<file path="config.mk">
export PLATFORM = sky130hd
export DESIGN_NAME = ventana_cruz_flat
export DESIGN_NICKNAME = d
export VERILOG_FILES = /design/src/rtl/ventana_cruz_if.sv /design/src/rtl/ventana_cruz.sv /design/src/flat_wrapper.sv
export SDC_FILE = /design/constraint.sdc
export NUM_CORES = 2
export LEC_CHECK = 0
export ABC_AREA = 1
export BUFFER_PORTS_ARGS = -buffer_cell sky130_fd_sc_hd__buf_2
export CORE_MARGIN = 4
export CORE_UTILIZATION = 56
export CTS_CLUSTER_DIAMETER = 40
export DETAILED_ROUTE_END_ITERATION = 16
export HOLD_SLACK_MARGIN = 0.12
export PLACE_DENSITY = 0.81
export SYNTH_ARGS = -nofsm -noshare
export SYNTH_HDL_FRONTEND = slang
export SYNTH_SLANG_ARGS = --single-unit
</file>
<file path="constraint.sdc">
create_clock -name clk -period 26.9 [get_ports clk]
set_clock_uncertainty 0.2 [all_clocks]
set_input_delay 5.38 -clock clk [delete_from_list [all_inputs] [get_ports clk]]
set_output_delay 5.38 -clock clk [all_outputs]
set_load 0.05 [all_outputs]
</file>
<file path="src/rtl/ventana_cruz_if.sv">
// ventana_cruz_if: pixel-in / cross-window-out stream bundle for the dilation front end.
interface ventana_cruz_if #(parameter int DATA_W = 8);
    logic [DATA_W-1:0] in_pix, out_c, out_up, out_dn, out_l, out_r;
    logic in_valid, in_ready, out_valid, out_ready, out_last;
    modport master (
        output in_pix, in_valid, out_ready,
        input  in_ready, out_c, out_up, out_dn, out_l, out_r, out_valid, out_last
    );
    modport slave (
        input  in_pix, in_valid, out_ready,
        output in_ready, out_c, out_up, out_dn, out_l, out_r, out_valid, out_last
    );
endinterface

</file>
<file path="src/rtl/ventana_cruz.sv">
// ventana_cruz: raster streamer producing the masked 5-pixel cross window for every pixel of a frame.
module ventana_cruz #(
    parameter int IMG_W  = 256,
    parameter int IMG_H  = 256,
    parameter int DATA_W = 8
) (
    input logic clk,
    input logic rst,
    ventana_cruz_if.slave bus
);
    localparam int KW = $clog2(IMG_W * IMG_H + IMG_W);
    localparam int RW = $clog2(IMG_H);
    localparam int CW = $clog2(IMG_W);
    localparam logic [KW-1:0] K_C0      = KW'(IMG_W);
    localparam logic [KW-1:0] K_IN_LAST = KW'(IMG_W * IMG_H - 1);
    localparam logic [KW-1:0] K_END     = KW'(IMG_W * IMG_H + IMG_W - 1);
    localparam logic [RW-1:0] ROW_LAST  = RW'(IMG_H - 1);
    localparam logic [CW-1:0] COL_LAST  = CW'(IMG_W - 1);

    typedef enum logic {RUN, FLUSH} state_t;

    state_t state;
    logic [KW-1:0] k;
    logic [RW-1:0] ctr_row;
    logic [CW-1:0] ctr_col;
    logic [DATA_W-1:0] dl [2*IMG_W];
    logic [DATA_W-1:0] sv;
    logic hold, step;

    assign hold = bus.out_valid && !bus.out_ready;
    assign bus.in_ready = state == RUN && !hold;
    assign step = !hold && (state == FLUSH || bus.in_valid);
    assign sv = state == RUN ? bus.in_pix : '0;

    // dl[i] holds the value shifted in i+1 steps ago; stale entries are always masked
    always_ff @(posedge clk) begin
        if (step) begin
            dl[0] <= sv;
            for (int i = 1; i < 2 * IMG_W; i++) dl[i] <= dl[i-1];
        end
    end

    always_ff @(posedge clk) begin
        if (rst) begin
            state         <= RUN;
            k             <= '0;
            ctr_row       <= '0;
            ctr_col       <= '0;
            bus.out_c     <= '0;
            bus.out_up    <= '0;
            bus.out_dn    <= '0;
            bus.out_l     <= '0;
            bus.out_r     <= '0;
            bus.out_valid <= 1'b0;
            bus.out_last  <= 1'b0;
        end else if (step) begin
            if (k >= K_C0) begin
                bus.out_c     <= dl[IMG_W-1];
                bus.out_up    <= ctr_row == '0 ? '0 : dl[2*IMG_W-1];
                bus.out_dn    <= ctr_row == ROW_LAST ? '0 : sv;
                bus.out_l     <= ctr_col == '0 ? '0 : dl[IMG_W];
                bus.out_r     <= ctr_col == COL_LAST ? '0 : dl[IMG_W-2];
                bus.out_valid <= 1'b1;
                bus.out_last  <= ctr_row == ROW_LAST && ctr_col == COL_LAST;
                ctr_col       <= ctr_col == COL_LAST ? '0 : ctr_col + 1'b1;
                if (ctr_col == COL_LAST) ctr_row <= ctr_row + 1'b1;
            end else begin
                bus.out_valid <= 1'b0;
                bus.out_last  <= 1'b0;
            end
            if (state == RUN && k == K_IN_LAST) state <= FLUSH;
            // frame wrap overrides the counter advances above
            if (k == K_END) begin
                state   <= RUN;
                k       <= '0;
                ctr_row <= '0;
                ctr_col <= '0;
            end else begin
                k <= k + 1'b1;
            end
        end else if (bus.out_ready) begin
            bus.out_valid <= 1'b0;
            bus.out_last  <= 1'b0;
        end
    end
endmodule

</file>
<file path="src/flat_wrapper.sv">
// flat-port wrapper written by rule: the top's interface ports become plain ports
module ventana_cruz_flat 
#(
    parameter int IMG_W  = 256,
    parameter int IMG_H  = 256,
    parameter int DATA_W = 8
)
  (clk, rst, bus_in_pix, bus_in_valid, bus_out_ready, bus_in_ready, bus_out_c, bus_out_up, bus_out_dn, bus_out_l, bus_out_r, bus_out_valid, bus_out_last);
  ventana_cruz_if #(.DATA_W(DATA_W)) bus_i ();
  input logic clk;
  input logic rst;
  input wire logic [$bits(bus_i.in_pix)-1:0] bus_in_pix;
  input wire logic [$bits(bus_i.in_valid)-1:0] bus_in_valid;
  input wire logic [$bits(bus_i.out_ready)-1:0] bus_out_ready;
  output wire logic [$bits(bus_i.in_ready)-1:0] bus_in_ready;
  output wire logic [$bits(bus_i.out_c)-1:0] bus_out_c;
  output wire logic [$bits(bus_i.out_up)-1:0] bus_out_up;
  output wire logic [$bits(bus_i.out_dn)-1:0] bus_out_dn;
  output wire logic [$bits(bus_i.out_l)-1:0] bus_out_l;
  output wire logic [$bits(bus_i.out_r)-1:0] bus_out_r;
  output wire logic [$bits(bus_i.out_valid)-1:0] bus_out_valid;
  output wire logic [$bits(bus_i.out_last)-1:0] bus_out_last;
  assign bus_i.in_pix = bus_in_pix;
  assign bus_i.in_valid = bus_in_valid;
  assign bus_i.out_ready = bus_out_ready;
  assign bus_in_ready = bus_i.in_ready;
  assign bus_out_c = bus_i.out_c;
  assign bus_out_up = bus_i.out_up;
  assign bus_out_dn = bus_i.out_dn;
  assign bus_out_l = bus_i.out_l;
  assign bus_out_r = bus_i.out_r;
  assign bus_out_valid = bus_i.out_valid;
  assign bus_out_last = bus_i.out_last;
  ventana_cruz #(.IMG_W(IMG_W), .IMG_H(IMG_H), .DATA_W(DATA_W)) u_core (.clk(clk), .rst(rst), .bus(bus_i));
endmodule
</file>
==> summary.md <==
| Metric | Value |
|---|---|
| Fillers | `13,300` |
| Clk slew on worst S/H paths | `0.07 ns` |
| Max Cap Violations | `0` |
| Synth Flop Type | `edfxtp_1` |
| Dpl cells | `7,690` |
| Initial core utilization | `56.3%` |
| Vias per cell | `5.50` |
| Synth async-reset ratio | `0%` |
| Leakage | `48.8 nW` |
| Htree depth | `5` |
| RSZ-0062 raised after global routing | `no` |
| Vias post-DR | `46,600` |
| First DRT Iteration DRCs | `6,080` |
| Post-synthesis instance area | `0.127 mm2` |
| Vias in the first global route | `47,700` |
| R2R Path Start | `u_core.state$_SDFFE_PP0P_` |
| Distinct cells, synth | `36` |
| Fmax | `0.0865 GHz` |
| Die Wd | `484 um` |
| Initial antenna violation count | `6` |
| Slew margin rel. | `19.3%` |
| Crit share post-route | `43.0%` |
| Final Max Slew Viols | `0` |
| CP Capture Type | `primary output` |
| Area grow syn2layout | `14.4%` |
| Seq/Total Area, Yosys | `98.2%` |
| Post-Syn Nets | `4,648` |
| Final setup viols | `0` |
| Tightest Pin Transition | `1.21 ns` |
| Antenna Nets Post-Route | `0` |
| Worst setup margin | `15.34 ns` |
| Post-synth EDFFs | `4,096` |
| CTS resizes | `0` |
| Router iterations before antenna repair | `8` |
| Chip Height | `484 um` |
| Critical path startpoint category | `input port` |
| Root Driver | `clkbuf_16` |
| Die area | `0.234 mm2` |
| Port Buffers | `54` |
| Wire per inst | `26.2 um` |
| I/O Pins | `55` |
| Largest net degree at the start of global routing | `235` |
| Core area | `0.225 mm2` |
| Hold crit path type | `reg -> reg` |
| Multi-input gate area | `0.00186 mm2` |
| Post-synth top cells | `4,096 x edfxtp_1, 106 x nand2_1, 76 x dfxtp_1` |
| Non-Filler Instances | `8,469` |
| Most frequent cell after synthesis | `edfxtp_1` |
| Critical path data required time | `21.32 ns` |
| Worst path arrival time | `5.98 ns` |
| Hold_buf cts | `0` |
| Deepest clock path buffer count | `4` |
| Layout cells sized above 1 | `13.9%` |
| Number of synthesized register bits | `4,172` |
| Drt drc | `0` |
| Total global routing overflow | `0` |
| Synth warnings | `0` |
| Routed wire length | `222 mm` |
| Worst hold margin | `0.149 ns` |
| Synth top area share | `97.0%` |
| Later-pin clock latency in the skew report | `0.98 ns` |
| Global-route wire length before repair | `328 mm` |
| CTS tree | `done` |
| PwrDens | `95.6 mW/mm2` |
| Nets | `5,144` |
| Hpwl dp | `76.3 mm` |
| Post-CTS Setup Inserts | `0` |
| Num CTS Buffers | `425` |
| Tmin final | `11.56 ns` |
| Top cells by area, synth | `edfxtp_1 97%, dfxtp_1 1.2%, nand2_1 0.31%, nand3_1 0.23%, a21oi_1 0.22%` |
| Hold_sp | `u_core.dl[1][1366]$_DFFE_PP_` |
| Total Routing Usage GR | `19.0%` |
| Rows | `174` |
| Synthesized instance count | `4,629` |
| Register Area | `0.125 mm2` |
| CTS Sinks | `4,172` |
| Run status | `finished clean` |
| Final hold vios | `0` |
| Syn Area/Cell | `27.4 um2` |
| Setup WS pre-CTS | `14.84 ns` |
| Crit path from | `bus_out_ready` |
| Setup_tns | `0 ns` |
| Crit-path max FO | `3` |
| Largest area contributor in the netlist | `edfxtp_1` |
| GP Congestion | `0.742` |
| Crit Path Category | `in -> out` |
| Peak supply drop | `57.4 uV` |
## cells in the final DEF, fill, tap and decap left out, types with 2 or more instances in the layout
cell / n
edfxtp_1: 4096
clkbuf_16: 433
nand2_1: 106
dfxtp_1: 76
nor2_1: 71
clkinv_1: 67
clkinv_2: 63
clkbuf_1: 61
nand3_1: 59
a21oi_1: 56
inv_1: 55
buf_2: 54
bufinv_16: 44
clkinvlp_4: 41
buf_4: 30
inv_6: 29
o21ai_0: 25
clkinv_4: 19
nand4_1: 10
buf_12: 9
nor3_1: 8
inv_8: 7
ha_1: 7
clkbuf_8: 6
diode_2: 4
xor2_1: 4
a21oi_2: 4
nand2_2: 3
nor2_4: 3
nand2_4: 3
xnor2_1: 3
inv_16: 3
nand3_2: 2
o21bai_1: 2
clkinv_8: 2
## path summary, 6_finish.rpt
path	end	slack, ns	depth (start not counted)
worst min register to register	u_core.dl[1][1374]$_DFFE_PP_	0.15	0
worst min-delay path	u_core.dl[1][1374]$_DFFE_PP_	0.15	0
worst max register to register	u_core.dl[1][8]$_DFFE_PP_	19.28	7
worst max-delay path	bus_in_ready	15.34	4
## registers in the layout, indices dropped and copies added, names as in the netlist
register	cells
u_core.state	1
u_core.bus.out_dn	8
u_core.bus.out_last	1
u_core.bus.out_r	8
u_core.bus.out_l	8
u_core.bus.out_c	8
u_core.ctr_row	8
u_core.dl	4096
u_core.k	17
u_core.ctr_col	8
u_core.bus.out_valid	1
u_core.bus.out_up	8
## area by class of cell
| class | count | area share [%] |
|---|---|---|
| Sequential cell | 4172 | 85.9 |
| Clock buffer | 500 | 7.69 |
| Tap cell | 2992 | 2.58 |
| Clock inverter | 275 | 1.94 |
| Multi-Input combinational cell | 375 | 1.29 |
| Timing Repair Buffer | 93 | 0.466 |
| Inverter | 58 | 0.155 |
| Antenna cell | 4 | 0.00690 |
## logic make-up (layout without fill, tap and decap cells)
group,count (synthesis),in the layout,synth area share [%]
AO/OA/AOI/OAI,89,89,0.376
buffers and inverters,82,926,0.317
adder cells (fa/ha/maj),7,7,0.0691
XOR/XNOR,7,7,0.0484
other,0,4,0
AND/OR/NAND/NOR,272,272,0.973
flip-flops,4172,4172,98.2
## worst max-delay path, cell delays in order
cell and delay (ns):
buf_2 0.09, inv_1 0.07, a21oi_1 0.14, buf_2 0.30
## routing by layer
metal / GRT usage (%) / routed length [um]
met1: 25.2 / 87700
met2: 31.2 / 112000
met3: 4.07 / 14600
met4: 7.33 / 8040
met5: 0 / 13
## report_power, final
group          internal (W)  switching [W]  total [W]
Combinational    0.00000688       0.000121   0.000128
Sequential          0.00756       0.000155    0.00772
Clock               0.00341        0.00260    0.00602
Total                0.0110        0.00288     0.0139
## stage by stage
| stage | power, W | utilization, % | instance area [um2] |
|---|---|---|---|
| 4_1_cts | 0.0140 | 64.4 | 145000 |
| 3_3_place_gp | 0.00791 | 58.2 | 131000 |
| 3_5_place_dp | 0.00793 | 58.2 | 131000 |
| 6_report | 0.0139 | 64.4 | 145000 |
| 5_1_grt | 0.0143 | 64.4 | 145000 |
| 2_1_floorplan | 0.00802 | - | 127000 |
Note: power is estimated with default switching activity, not from simulation.
